**config.mk**
```make
export PLATFORM = sky130hd
export DESIGN_NAME = uart_apu_loader
export DESIGN_NICKNAME = d
export VERILOG_FILES = /design/src/rtl/apu_pkg.sv /design/src/rtl/uart_rx_core.sv /design/src/rtl/uart_apu_loader.sv
export SDC_FILE = /design/constraint.sdc
export NUM_CORES = 1
export LEC_CHECK = 0
export CORE_UTILIZATION = 59
export DETAILED_ROUTE_END_ITERATION = 12
export GPL_TIMING_DRIVEN = 0
export PLACE_DENSITY = 0.83
export SETUP_SLACK_MARGIN = 0.1
export SLEW_MARGIN = 5
export SYNTH_ARGS = -nofsm -noshare
export SYNTH_HDL_FRONTEND = slang
export SYNTH_SLANG_ARGS = --single-unit
```
**constraint.sdc**
```tcl
create_clock -name clk -period 6 [get_ports clk]
set_clock_uncertainty 0.2 [all_clocks]
set_input_delay 0.9 -clock clk [delete_from_list [all_inputs] [get_ports clk]]
set_output_delay 0.9 -clock clk [all_outputs]
set_load 0.005 [all_outputs]
```
**src/rtl/apu_pkg.sv**
```systemverilog
// Shared types and protocol constants for the square-channel serial loader.
package apu_pkg;

  typedef logic [1:0] reg_idx_t;

  typedef enum logic [1:0] {IDLE, START, DATA, STOP} rx_state_e;

  localparam int NIB_SEL_BIT  = 4;
  localparam int IDX_LSB      = 5;
  localparam int CMD_MARK_BIT = 7;

  localparam int DEFAULT_BAUD   = 9600;
  localparam int DEFAULT_CLK_HZ = 12000000;

  function automatic logic maj3(input logic a, input logic b, input logic c);
    return (a & b) | (a & c) | (b & c);
  endfunction

endpackage

```
**src/rtl/uart_rx_core.sv**
```systemverilog
// 8N1 receiver: rx synchronizer, bit-timing FSM, byte_valid / frame_err pulses.
// UART_MAJORITY_EN selects 2-of-3 voting around each mid-bit sample.
module uart_rx_core
  import apu_pkg::*;
#(
  parameter int DIVISOR = 1250
) (
  input  logic       clk,
  input  logic       rst_n,
  input  logic       rx,
  output logic       byte_valid,
  output logic [7:0] byte_data,
  output logic       frame_err
);

  localparam int CW = $clog2(DIVISOR);
  localparam logic [CW-1:0] HALF_LD = CW'(DIVISOR / 2 - 1);
  localparam logic [CW-1:0] FULL_LD = CW'(DIVISOR - 1);

  logic          rx_m, rx_s;
  rx_state_e     state, state_nxt;
  logic [CW-1:0] cnt;
  logic [2:0]    idx;
  logic [7:0]    shift;
  logic          tick, bit_val;
  logic          done, ferr, shift_en;

  always_ff @(posedge clk) begin
    if (!rst_n) begin
      rx_m <= 1'b1;
      rx_s <= 1'b1;
    end else begin
      rx_m <= rx;
      rx_s <= rx_m;
    end
  end

`ifdef UART_MAJORITY_EN
  // Samples at cnt==1 and cnt==0 are held; the vote and the decision land one cycle later.
  logic s1, s0, tick_d;
  always_ff @(posedge clk) begin
    if (!rst_n) begin
      s1     <= 1'b1;
      s0     <= 1'b1;
      tick_d <= 1'b0;
    end else begin
      tick_d <= (state != IDLE) && (cnt == '0);
      if (cnt == CW'(1)) s1 <= rx_s;
      if (cnt == '0)     s0 <= rx_s;
    end
  end
  assign tick    = tick_d;
  assign bit_val = maj3(s1, s0, rx_s);
`else
  assign tick    = (state != IDLE) && (cnt == '0);
  assign bit_val = rx_s;
`endif

  always_ff @(posedge clk) begin
    if (!rst_n) state <= IDLE;
    else        state <= state_nxt;
  end

  always_comb begin
    state_nxt = state;
    case (state)
      IDLE:  if (!rx_s) state_nxt = START;
      START: if (tick)  state_nxt = bit_val ? IDLE : DATA;
      DATA:  if (tick && idx == 3'd7) state_nxt = STOP;
      STOP:  if (tick)  state_nxt = IDLE;
      default: state_nxt = IDLE;
    endcase
  end

  always_comb begin
    done     = (state == STOP) && tick && bit_val;
    ferr     = (state == STOP) && tick && !bit_val;
    shift_en = (state == DATA) && tick;
  end

  // Counter free-runs with reload on every expiry outside IDLE, so bit spacing stays exact.
  always_ff @(posedge clk) begin
    if (!rst_n) begin
      cnt        <= HALF_LD;
      idx        <= '0;
      shift      <= '0;
      byte_valid <= 1'b0;
      byte_data  <= '0;
      frame_err  <= 1'b0;
    end else begin
      if (state == IDLE)   cnt <= HALF_LD;
      else if (cnt == '0)  cnt <= FULL_LD;
      else                 cnt <= cnt - 1'b1;
      if (state == START && tick) idx <= '0;
      if (shift_en) begin
        shift[idx] <= bit_val;
        idx        <= idx + 1'b1;
      end
      byte_valid <= done;
      frame_err  <= ferr;
      if (done) byte_data <= shift;
    end
  end

endmodule

```
**src/rtl/uart_apu_loader.sv**
```systemverilog
// Serial front end of the audio core: turns nibble-pair bytes into square-channel register writes.
// Optional macro UART_MAJORITY_EN enables majority-vote bit sampling in the receiver.
module uart_apu_loader
  import apu_pkg::*;
#(
  parameter int CLK_HZ = DEFAULT_CLK_HZ,
  parameter int BAUD   = DEFAULT_BAUD
) (
  input  logic       clk,
  input  logic       rst_n,
  input  logic       rx,
  output logic       byte_valid,
  output logic [7:0] byte_data,
  output logic       frame_err,
  output logic       wr_en,
  output logic [1:0] wr_addr,
  output logic [7:0] wr_data
);

  // Clocks per bit; must stay >= 16 for the half-bit start check to make sense.
  localparam int DIVISOR = CLK_HZ / BAUD;

  uart_rx_core #(.DIVISOR(DIVISOR)) u_rx (
    .clk        (clk),
    .rst_n      (rst_n),
    .rx         (rx),
    .byte_valid (byte_valid),
    .byte_data  (byte_data),
    .frame_err  (frame_err)
  );

  logic       hold_valid;
  reg_idx_t   hold_idx, byte_idx;
  logic [3:0] hold_nib;

  assign byte_idx = byte_data[IDX_LSB +: 2];

  always_ff @(posedge clk) begin
    if (!rst_n) begin
      hold_valid <= 1'b0;
      hold_idx   <= '0;
      hold_nib   <= '0;
      wr_en      <= 1'b0;
      wr_addr    <= '0;
      wr_data    <= '0;
    end else begin
      wr_en <= 1'b0;
      if (frame_err) begin
        hold_valid <= 1'b0;
      end else if (byte_valid && !byte_data[CMD_MARK_BIT]) begin
        if (!byte_data[NIB_SEL_BIT]) begin
          hold_idx   <= byte_idx;
          hold_nib   <= byte_data[3:0];
          hold_valid <= 1'b1;
        end else begin
          // A high byte always consumes the held nibble, matching or not.
          hold_valid <= 1'b0;
          if (hold_valid && hold_idx == byte_idx) begin
            wr_en   <= 1'b1;
            wr_addr <= hold_idx;
            wr_data <= {byte_data[3:0], hold_nib};
          end
        end
      end
    end
  end

endmodule

```
Word-level counts from Yosys, hierarchy flattened:

Index checks and enable logic that the tools add are counted.

* add/sub/neg operators: 2
* $lt $le $gt $ge: 2
* equality and inequality tests: 9
* multiplexer cells: 14
* bitwise gates (word level): 4
* reduce and logical (&&, ||, !) cells: 23

Operators by type and width (count)
* $logic_not 11->1: 1
* $mux 11: 1
* $sub 11x1->11 const B: 1
* $logic_and 1x1->1: 10
* $mux 2: 5
* $bwmux 8: 1
* $pmux 2 s4: 1
* $reduce_and 4->1: 2
* $mux 3: 2
* $ne 2x1->1 const B: 3
* $eq 2x2->1 const B: 2
* $lt 3x4->1 const B: 1
* $not 1->1: 4
* $reduce_bool 2->1: 2
* $reduce_or 2->1: 2
* $reduce_or 4->1: 1
* $add 3x1->3 const B: 1
* $demux 1 s3: 1
* $eq 3x3->1 const B: 1
* $ge 3x1->1 const B: 1
* $mux 1: 3
* $reduce_and 3->1: 1
* $reduce_or 3->1: 1
* $eq 2x1->1 const B: 1
* 4 further kinds: 5

* bits in registers: 54
* output and inout port bits: 21

Depth between registers and ports, before layout:

Gate-level depths: netlist of run 1.

* depth after elaboration: 5
* gate-level depth with buffers: 7
* mapped depth without buffers: 6

Cells and area by module:

From an unflattened synthesis of run 1, not the netlist that was laid out.

* cells, all modules: 240
* area, all modules: 2255.9 um^2

Modules (own cells, without submodules)
* uart_rx_core: times used 1, cells each 165, area an instance 1502.7 um^2
* uart_apu_loader: times used 1, cells each 75, area an instance 753.2 um^2

Worst setup path before layout of run 1:

OpenSTA, ideal clock, no wires.

* path type: register to register
* start: register u_rx.cnt[0]
* end: register u_rx.cnt[10]
* library setup time: 0.129 ns
* arrival time: 1.613 ns
* data required time: 5.671 ns
* slack: 4.058 ns
* stages on the path, launching flop included: 7
* buffers on the path: 0
* clock period less this slack: 1.942 ns
* cells stage by stage: dfxtp_1 -> inv_1 -> ha_1 -> or3b_1 -> or4_4 -> xnor2_1 -> nor2_1

* cells in the longest elaborated chain, start to end: 2
* elaborated cells between the ends (all ways): 3
* those cells by class: add/sub: 1; mux: 1; reduce/logical: 1

Ends and longest elaborated chain
* start: declaration: RTL line uart_rx_core.sv:22 `logic [CW-1:0] cnt;`
* start signal: assignment: RTL line uart_rx_core.sv:93 `else cnt <= cnt - 1'b1;`
* $sub 11x1->11 / $logic_not 11->1 (equally long branches): RTL line uart_rx_core.sv:93, uart_rx_core.sv:92
* $mux 11 (*): RTL line uart_rx_core.sv:92 `else if (cnt == '0) cnt <= FULL_LD;`

Mark *: on every way between the ends. The rest lies on a longest branch, timed or not.
A chain may end at the register's enable or synchronous reset.

Final worst setup path of run 1:

* start: register u_rx.byte_data[4]
* end: output port byte_data[4]

RTL lines
* start: declaration: RTL line uart_rx_core.sv:12 `output logic [7:0] byte_data,`
* start signal: assignment: RTL line uart_rx_core.sv:101 `if (done) byte_data <= shift;`
* end: declaration: RTL line uart_apu_loader.sv:13 `output logic [7:0] byte_data,`

No word-level cell between the ends.

==> results.cfg, run 1 <==
[worst_setup_path]
worstSetupStartpointType = flip-flop
crit_buf_inv = 1
end_kind = primary output
worstReg2RegStart = u_rx.cnt[0]$_SDFF_PP0_
r2r-end = u_rx.shift[4]$_SDFFE_PN0P_
critPathCapture = byte_data[4]
cp.depth = 1
path_cells = clkdlybuf4s50_1
critPathMaxStageDelay_ps = 540
r2r_cells = 6
worstPathRequired_ps = 4900
worstSetupPathType = flip-flop to primary output
crit_arrival_ps = 1270
reg2reg_slack_ps = 3790
crit_family = buffers and inverters
critical_path_peak_fanout = 5
startpoint = u_rx.byte_data[4]$_SDFFE_PN0P_
slowest_stage = clkdlybuf4s50_1

[global_route]
grt_max_degree = 19
use_met2_pct = 40.6
grt_pass1_wl_um = 7310
overflow = 0
grt_pass1_vias = 1564
antenna_found_initial = 0
track_usage_pct = 23.5
busiest_layer = met2
use_met3_pct = 4.53
met1_usage_pct = 28.0

[drt]
drt_iter0_drc = 121
wirelength_um = 4250
drtPass1Iterations = 4
postRouteAntennaNets = 0
post_drt_wl_per_cell_um = 14.0
avgViaCountPerCell = 5.57
drc = 0
routed-via-count = 1693

[pwr]
power_mw = 0.600
power.density_mw_per_mm2 = 231
peakVddDrop_mv = 0.165
p_sw_mw = 0.143
sw_frac_of_total_pct = 23.8
power_frac_seq_pct = 61.5
internal-power_mw = 0.457
p_comb_share_pct = 4.9
p_leak_nw = 0.879
clockPowerShare_pct = 33.7

[layout]
drive_gt1_share_pct = 8.14
syn2layout_area_growth_pct = 16.6
nFillCells = 272
nets = 263
final_util_pct = 74.9
diodes = 0
fin_cells = 304
fin_area_mm2 = 0.00260

[logic_synthesis]
synth_cells = 228
ys_seq_area_share_pct = 48.5
yosys.area.top_type = dfxtp_1
syn_area_mm2 = 0.00223
yosys_most_used_dff = dfxtp_1
synth_top_area_share_pct = 48.5
yosysMostFrequentCell = dfxtp_1
ys_ff_latch = 54
yosysWarnings = 0
avgSynthCellArea_um2 = 9.77
synthDistinctLibCells = 39
synth_edf_count = 0
synth-async-reset-ratio_pct = 0
synthTopCellsByArea = dfxtp_1 49%, mux2i_1 15%, nor2_1 4.7%
synth_common_cells = 54 x dfxtp_1, 33 x mux2i_1, 28 x nor2_1
syn_nets = 234

[placed_design]
portBuffers = 22
dpl_cell_area_mm2 = 0.00251
dp_hpwl_um = 3030
post-place-ws_ps = 3880
place_congestion = 0.900
dp_cells = 296

[clocking]
cts-root-buf = clkbuf_8
ctsHoldBuffers = 0
clkTransAtPathRegs_ps = 90
post_cts_buffers = 0
cts_tree = built
clkLatencyLatePin_ps = 310
cts_buffer_depth = 2
h-tree-depth = 2
clock-sinks = 54
cts_buffers = 5
post_cts_resized = 0

[sta]
setup_tns_ps = 0
tightestPinTransition_ps = 603
min_period_over_period_pct = 39.5
fin_hold_ws_ps = 210
hold_viol_final = 0
period_needed_ps = 2370
relSlewSlack_pct = 59.5
maxSlewViolCount = 0
setup_ws_ps = 3630
setup_violations = 0
rsz0062_at_grt = no
max_clock_freq_ghz = 0.422

[outcome]
status = finished clean

[job]
maxCapViolCount = 0

[floorplanning]
ios = 24
design.die.area_mm2 = 0.00403
start_util_pct = 64.2
die_x_um = 63.5
core-area_mm2 = 0.00347
die_y_um = 63.5
rows = 21

[hold_path]
hold_path_class = flip-flop to flip-flop
## layout by cell type, fill, tap and decap left out, types with 2 or more instances in the layout
cell type / instances
inv_1: 6
ha_1: 3
a31oi_1: 2
a21oi_1: 6
clkdlybuf4s50_1: 22
or3b_1: 2
nand2b_1: 5
nor3_1: 3
or4_4: 3
mux2i_1: 33
clkinvlp_4: 2
nand4_1: 4
and4_1: 3
nand2_1: 24
clkbuf_1: 6
clkbuf_8: 5
nor2b_1: 2
xnor2_1: 6
nand3_1: 6
nor4_2: 2
dfxtp_1: 54
nor4_1: 6
o21ai_1: 3
xor2_1: 3
nor2_1: 28
nor3b_2: 2
## routing by layer
metal | vias up | wire [µm]
li1 | 860 | -
met1 | 775 | 1930
met2 | 46 | 2070
met3 | 12 | 156
met4 | 0 | 93
met5 | - | 0
## layout make-up
cell class / count / area (µm²) / share of cell area (%)
Clock buffer: 5 / 68.8 / 2.65
Multi-Input combinational cell: 159 / 1080 / 41.5
Sequential cell: 54 / 1080 / 41.6
Inverter: 6 / 22.5 / 0.867
Tap cell: 46 / 57.6 / 2.21
Buffer: 9 / 46.3 / 1.78
Timing Repair Buffer: 22 / 220 / 8.47
Clock inverter: 3 / 23.8 / 0.915
## how the worst min path moves through the flow
stage | depth (start not counted) | to | slack (ps) | startpoint
4_1_cts | 1 | u_rx.bit_val$_SDFF_PN1_ | 210 | u_rx.rx_m$_SDFF_PN1_
3_5_place_dp | 1 | u_rx.bit_val$_SDFF_PN1_ | 190 | u_rx.rx_m$_SDFF_PN1_
5_1_grt | 1 | u_rx.bit_val$_SDFF_PN1_ | 230 | u_rx.rx_m$_SDFF_PN1_
2_1_floorplan | 1 | u_rx.bit_val$_SDFF_PN1_ | 190 | u_rx.rx_m$_SDFF_PN1_
6_report | 1 | u_rx.bit_val$_SDFF_PN1_ | 210 | u_rx.rx_m$_SDFF_PN1_
3_3_place_gp | 1 | u_rx.bit_val$_SDFF_PN1_ | 190 | u_rx.rx_m$_SDFF_PN1_
## state kept, by name, summed over array words and instances, names as in the netlist, named ones only
name / count
hold_nib: 4
u_rx.shift: 8
wr_addr: 2
u_rx.idx: 3
wr_en: 1
u_rx.bit_val: 1
hold_idx: 2
u_rx.rx_m: 1
u_rx.frame_err: 1
u_rx.byte_valid: 1
hold_valid: 1
u_rx.byte_data: 8
u_rx.state: 1
u_rx.cnt: 11
wr_data: 8
## power by group through the flow
stage               Combinational (mW)  Sequential, mW  Clock, mW
global route                    0.0331           0.370      0.224
floorplan                       0.0225           0.375          0
global placement                0.0286           0.377          0
detailed placement              0.0291           0.377          0
finish                          0.0292           0.369      0.202
CTS                             0.0293           0.369      0.206
## cell families after synthesis
kind of cell / synth area share [%]
AOI/OAI and AO/OA: 4.44
muxes: 14.8
DFF: 48.5
adders and majority gates: 1.68
xor gates and xnor gates: 3.54
buffers and inverters: 3.09
and+or+nand+nor: 23.9
Power figures use the tool's default switching activity.
==> inputs of run 2 (changes only) <==
- CORE_UTILIZATION: 59 -> 55
- PLACE_DENSITY: 0.83 -> 0.78
- clock period: 6 -> 2.46 ns (I/O delays scaled with it)
==> results.cfg, run 2 (synthesized netlist as in run 1, its figures left out) <==
[layout]
layout_commonest_cell = dfxtp_1
final_cell_mix = 54 x dfxtp_1, 33 x mux2i_1, 28 x nor2_1
nets = 263
largest_register_ff_count = 11
drive_gt1_share_pct = 7.75
diodes = 0
largest-register = u_rx.cnt
syn2layout_area_growth_pct = 17.9
fin_area_mm2 = 0.00263

[hold_path]
holdPathStages = 2
hold_end = u_rx.bit_val$_SDFF_PN1_
min-delay-start = rst_n
hold_path_class = input pin to flip-flop

[clocking]
post_cts_buffers = 0
cts_buffers = 5
h-tree-depth = 2
clock-sinks = 54
clkLatencyLatePin_ps = 300
cts_buffer_depth = 2
cts_tree = built
cts-root-buf = clkbuf_8
clkTransAtPathRegs_ps = 90

[drt]
drt_iter0_drc = 66
drc = 0
routed-via-count = 1645
avgViaCountPerCell = 5.38
wirelength_um = 4080
post_drt_wl_per_cell_um = 13.3
postRouteAntennaNets = 0
drtPass1Iterations = 4

[global_route]
grt_pass1_wl_um = 7150
track_usage_pct = 21.8
grt_pass1_vias = 1558
overflow = 0
antenna_found_initial = 0
grt_max_degree = 16

[sta]
setup_tns_ps = 0
min_period_over_period_pct = 86.0
relSlewSlack_pct = 55.9
hold_viol_final = 0
rsz0062_at_grt = no
tightestPinTransition_ps = 657
period_needed_ps = 2120
maxSlewViolCount = 0
max_clock_freq_ghz = 0.473
setup_violations = 0

[floorplanning]
start_util_pct = 59.1
core-area_mm2 = 0.00377
rows = 22
die_x_um = 65.7
design.die.area_mm2 = 0.00431
die_y_um = 65.7
ios = 24

[worst_setup_path]
worstSetupPathType = flip-flop to flip-flop
slowest_stage = or4_4
worstReg2RegStart = u_rx.cnt[0]$_SDFF_PP0_
crit_buf_inv = 1
worstPathRequired_ps = 2430
critical_path_peak_fanout = 5
r2r-end = u_rx.cnt[10]$_SDFF_PP0_
r2r_cells = 6
worstSetupStartpointType = flip-flop
path_cells = inv_1, ha_1, or3b_1, or4_4, xnor2_1, nor2_1
crit_arrival_ps = 2090
end_kind = flip-flop
reg2reg_slack_ps = 340
critPathMaxStageDelay_ps = 510
crit_family = simple AND/OR/NAND/NOR gates

[placed_design]
dp_hpwl_um = 2990
portBuffers = 22
place_congestion = 0.764
dpl_cell_area_mm2 = 0.00251

[job]
maxCapViolCount = 0

[pwr]
p_leak_nw = 0.897
power_mw = 1.54
peakVddDrop_mv = 0.509
power_frac_seq_pct = 58.3
clockPowerShare_pct = 37.0
power.density_mw_per_mm2 = 588
internal-power_mw = 1.22
sw_frac_of_total_pct = 21.1
p_sw_mw = 0.326
p_comb_share_pct = 4.7

[outcome]
status = finished clean
## run 2: worst max-delay path by stage
| stage | from | to | slack, ps | cells past startpoint |
|---|---|---|---|---|
| floorplan | u_rx.cnt[0]$_SDFF_PP0_ | u_rx.cnt[10]$_SDFF_PP0_ | 520 | 6 |
| global placement | u_rx.cnt[0]$_SDFF_PP0_ | u_rx.shift[4]$_SDFFE_PN0P_ | 320 | 6 |
| detailed placement | u_rx.cnt[0]$_SDFF_PP0_ | u_rx.shift[0]$_SDFFE_PN0P_ | 300 | 6 |
| CTS | u_rx.cnt[0]$_SDFF_PP0_ | u_rx.shift[4]$_SDFFE_PN0P_ | 260 | 6 |
| global route | u_rx.cnt[8]$_SDFF_PP0_ | u_rx.shift[2]$_SDFFE_PN0P_ | 180 | 4 |
| finish | u_rx.cnt[0]$_SDFF_PP0_ | u_rx.cnt[10]$_SDFF_PP0_ | 340 | 6 |
## run 2: cell type report
| cell class | instances | area [µm²] |
|---|---|---|
| Buffer | 9 | 46.3 |
| Clock buffer | 7 | 76.3 |
| Clock inverter | 1 | 30.0 |
| Fill cell | 287 | 1140 |
| Inverter | 6 | 22.5 |
| Multi-Input combinational cell | 159 | 1090 |
| Sequential cell | 54 | 1080 |
| Tap cell | 48 | 60.1 |
| Timing Repair Buffer | 22 | 220 |
## run 2: timing repair
item	in CTS	in global routing
setup endpoints to repair	0	3
resized for setup	0	2
hold buffers	0	0
## run 2: metal layers
metal	part of all wire, %	global-route usage (%)
met4	0.93	6.52
met2	43	35.1
met3	3.6	4.17
met1	52	29.2
met5	0	0
## run 2: stage by stage
| step | util, % | hold WS [ps] | cells | worst slack [ps] |
|---|---|---|---|---|
| 2_1_floorplan | - | 186 | 228 | 518 |
| 3_3_place_gp | 66.5 | 189 | 298 | 317 |
| 3_5_place_dp | 66.5 | 195 | 298 | 302 |
| 4_1_cts | 69.3 | 62.7 | 306 | 255 |
| 5_1_grt | 69.6 | 66.1 | 306 | 180 |
| 6_report | 69.6 | 69.9 | 306 | 344 |
## run 2: worst register-to-register path: stages (launching register included)
cell     delay, ps
dfxtp_1        350
inv_1           60
ha_1           200
or3b_1         470
or4_4          510
xnor2_1        160
nor2_1          50
## run 2: power by group through the flow
stage	sequential (mW)	clock, mW	combinational [mW]
finish	0.900	0.571	0.0731
detailed placement	0.919	0	0.0711
global route	0.901	0.627	0.0827
floorplan	0.915	0	0.0549
global placement	0.919	0	0.0696
CTS	0.898	0.583	0.0715
==> variant (settings of run 1) <==
Add a define of `UART_MAJORITY_EN`.
--- a/src/rtl/uart_rx_core.sv
+++ b/src/rtl/uart_rx_core.sv
@@ -2,2 +2,4 @@
 // UART_MAJORITY_EN selects 2-of-3 voting around each mid-bit sample.
+`define UART_MAJORITY_EN
+
 module uart_rx_core
Formal check against the unedited RTL: no difference found for any inputs over 10 cycles, from zero or initial values and one cycle with rst_n low; that may be too few to reach the edited logic, so the function may still have changed.
==> variant against run 1 <==
- final cell count rose by 13%
- setup slack worse by 0.12 ns
- synthesized area up 8.4%
- via count rose by 13%
- sequential cell count up 3
- power increased by 37%
- design area grew 13%
- wire length rose by 17%
- maximum frequency fell by 4.7%
- largest cell class is now multi-input combinational cells
==> variant: results (changes against run 1) <==
Power and ir drop
  – Leakage: 1.07 nW (was 0.879 nW)
  – Max rail drop VDD: 0.000231 V (was 0.000165 V)

Routing
  – M1 wire length: 2410 µm (was 1930 µm)
  – Drt first-iter violations: 169 (was 121)
  – Post-Route WL: 4970 µm (was 4250 µm)
  – DR vias/cell: 5.54 (was 5.57)
  – Met3 routed WL: 173 µm (was 156 µm)
  – WL met2: 2270 µm (was 2070 µm)

Status
  – Status: complete, no violations (unchanged)

Placement
  – Dpl cells: 328 (was 296)
  – Port Buf Inserts: 23 (was 22)
  – Dpl hpwl: 3410 µm (was 3030 µm)
  – Dpl cell area: 2710 µm² (was 2510 µm²)
  – GPL Wtd Cong: 0.798 (was 0.900)

Setup path
  – Crit path launch: rst_n (was u_rx.byte_data[4]$_SDFFE_PN0P_)
  – Crit path largest cell delay: 0.50 ns (was 0.54 ns)
  – Reg-to-reg startpoint: u_rx.byte_data[7]$_SDFFE_PN0P_ (was u_rx.cnt[0]$_SDFF_PP0_)
  – Worst Reg-to-Reg Cells: 4 (was 6)
  – Critical path capture point: wr_data[2]$_SDFFE_PN0P_ (was byte_data[4])

STA
  – Slew HR: 39.9% (was 59.5%)
  – Hold slack: 0.205 ns (was 0.210 ns)
  – Peak Freq: 0.402 GHz (was 0.422 GHz)

Global routing
  – Gr usage total: 24.8% (was 23.5%)
  – Met1 Usage GRT: 32.4% (was 28.0%)
  – M2 GR Usage: 36.1% (was 40.6%)

Synth
  – Synth area leaders: dfxtp_1, mux2i_1, nand2_1 (was dfxtp_1, mux2i_1, nor2_1)
  – Synth top cells by count: dfxtp_1, nand2_1, mux2i_1 (was dfxtp_1, mux2i_1, nor2_1)
  – Post-synthesis compound-gate area fraction: 8.13% (was 4.44%)
  – Netlist cell types: 47 (was 39)

Clocking
  – Clock slew at reported path FFs: 0.06 ns (was 0.09 ns)
variant: cell count changes in the layout (fill, tap and decap cells not counted), sizes merged, moves of 4 or more:
| cell | delta |
|---|---|
| o31ai | +4 |
| xnor2 | -5 |
| nor2 | -11 |
| clkbuf | +11 |
| nor4 | -4 |
| nand2 | +16 |
variant: where the power goes:
group	leakage (nW)	switching (mW)	internal (mW)	total, mW
logic	0.491	0.0189	0.0108	0.0297
clock network	0.115	0.152	0.255	0.407
registers	0.460	0.00315	0.382	0.385
total	1.07	0.174	0.648	0.822
variant: logic make-up (layout without fill, tap and decap cells):
logic type                 Yosys count  count (layout)
AOI/OAI and AO/OA                   28              28
xor gates and xnor gates             3               3
adders and majority gates            5               5
buffers and inverters               24              63
DFF                                 57              57
muxes                               34              34
and+or+nand+nor                    106             106
variant: area by class of cell:
class	count	share of cell area [%]
plain buffers	17	2.73
clock buffers	11	5.16
clock inverters	5	2.64
inverters	7	0.895
multi-input cells	176	39.8
flip-flops and latches	57	38.9
well taps	48	2.05
repair buffers	23	7.84
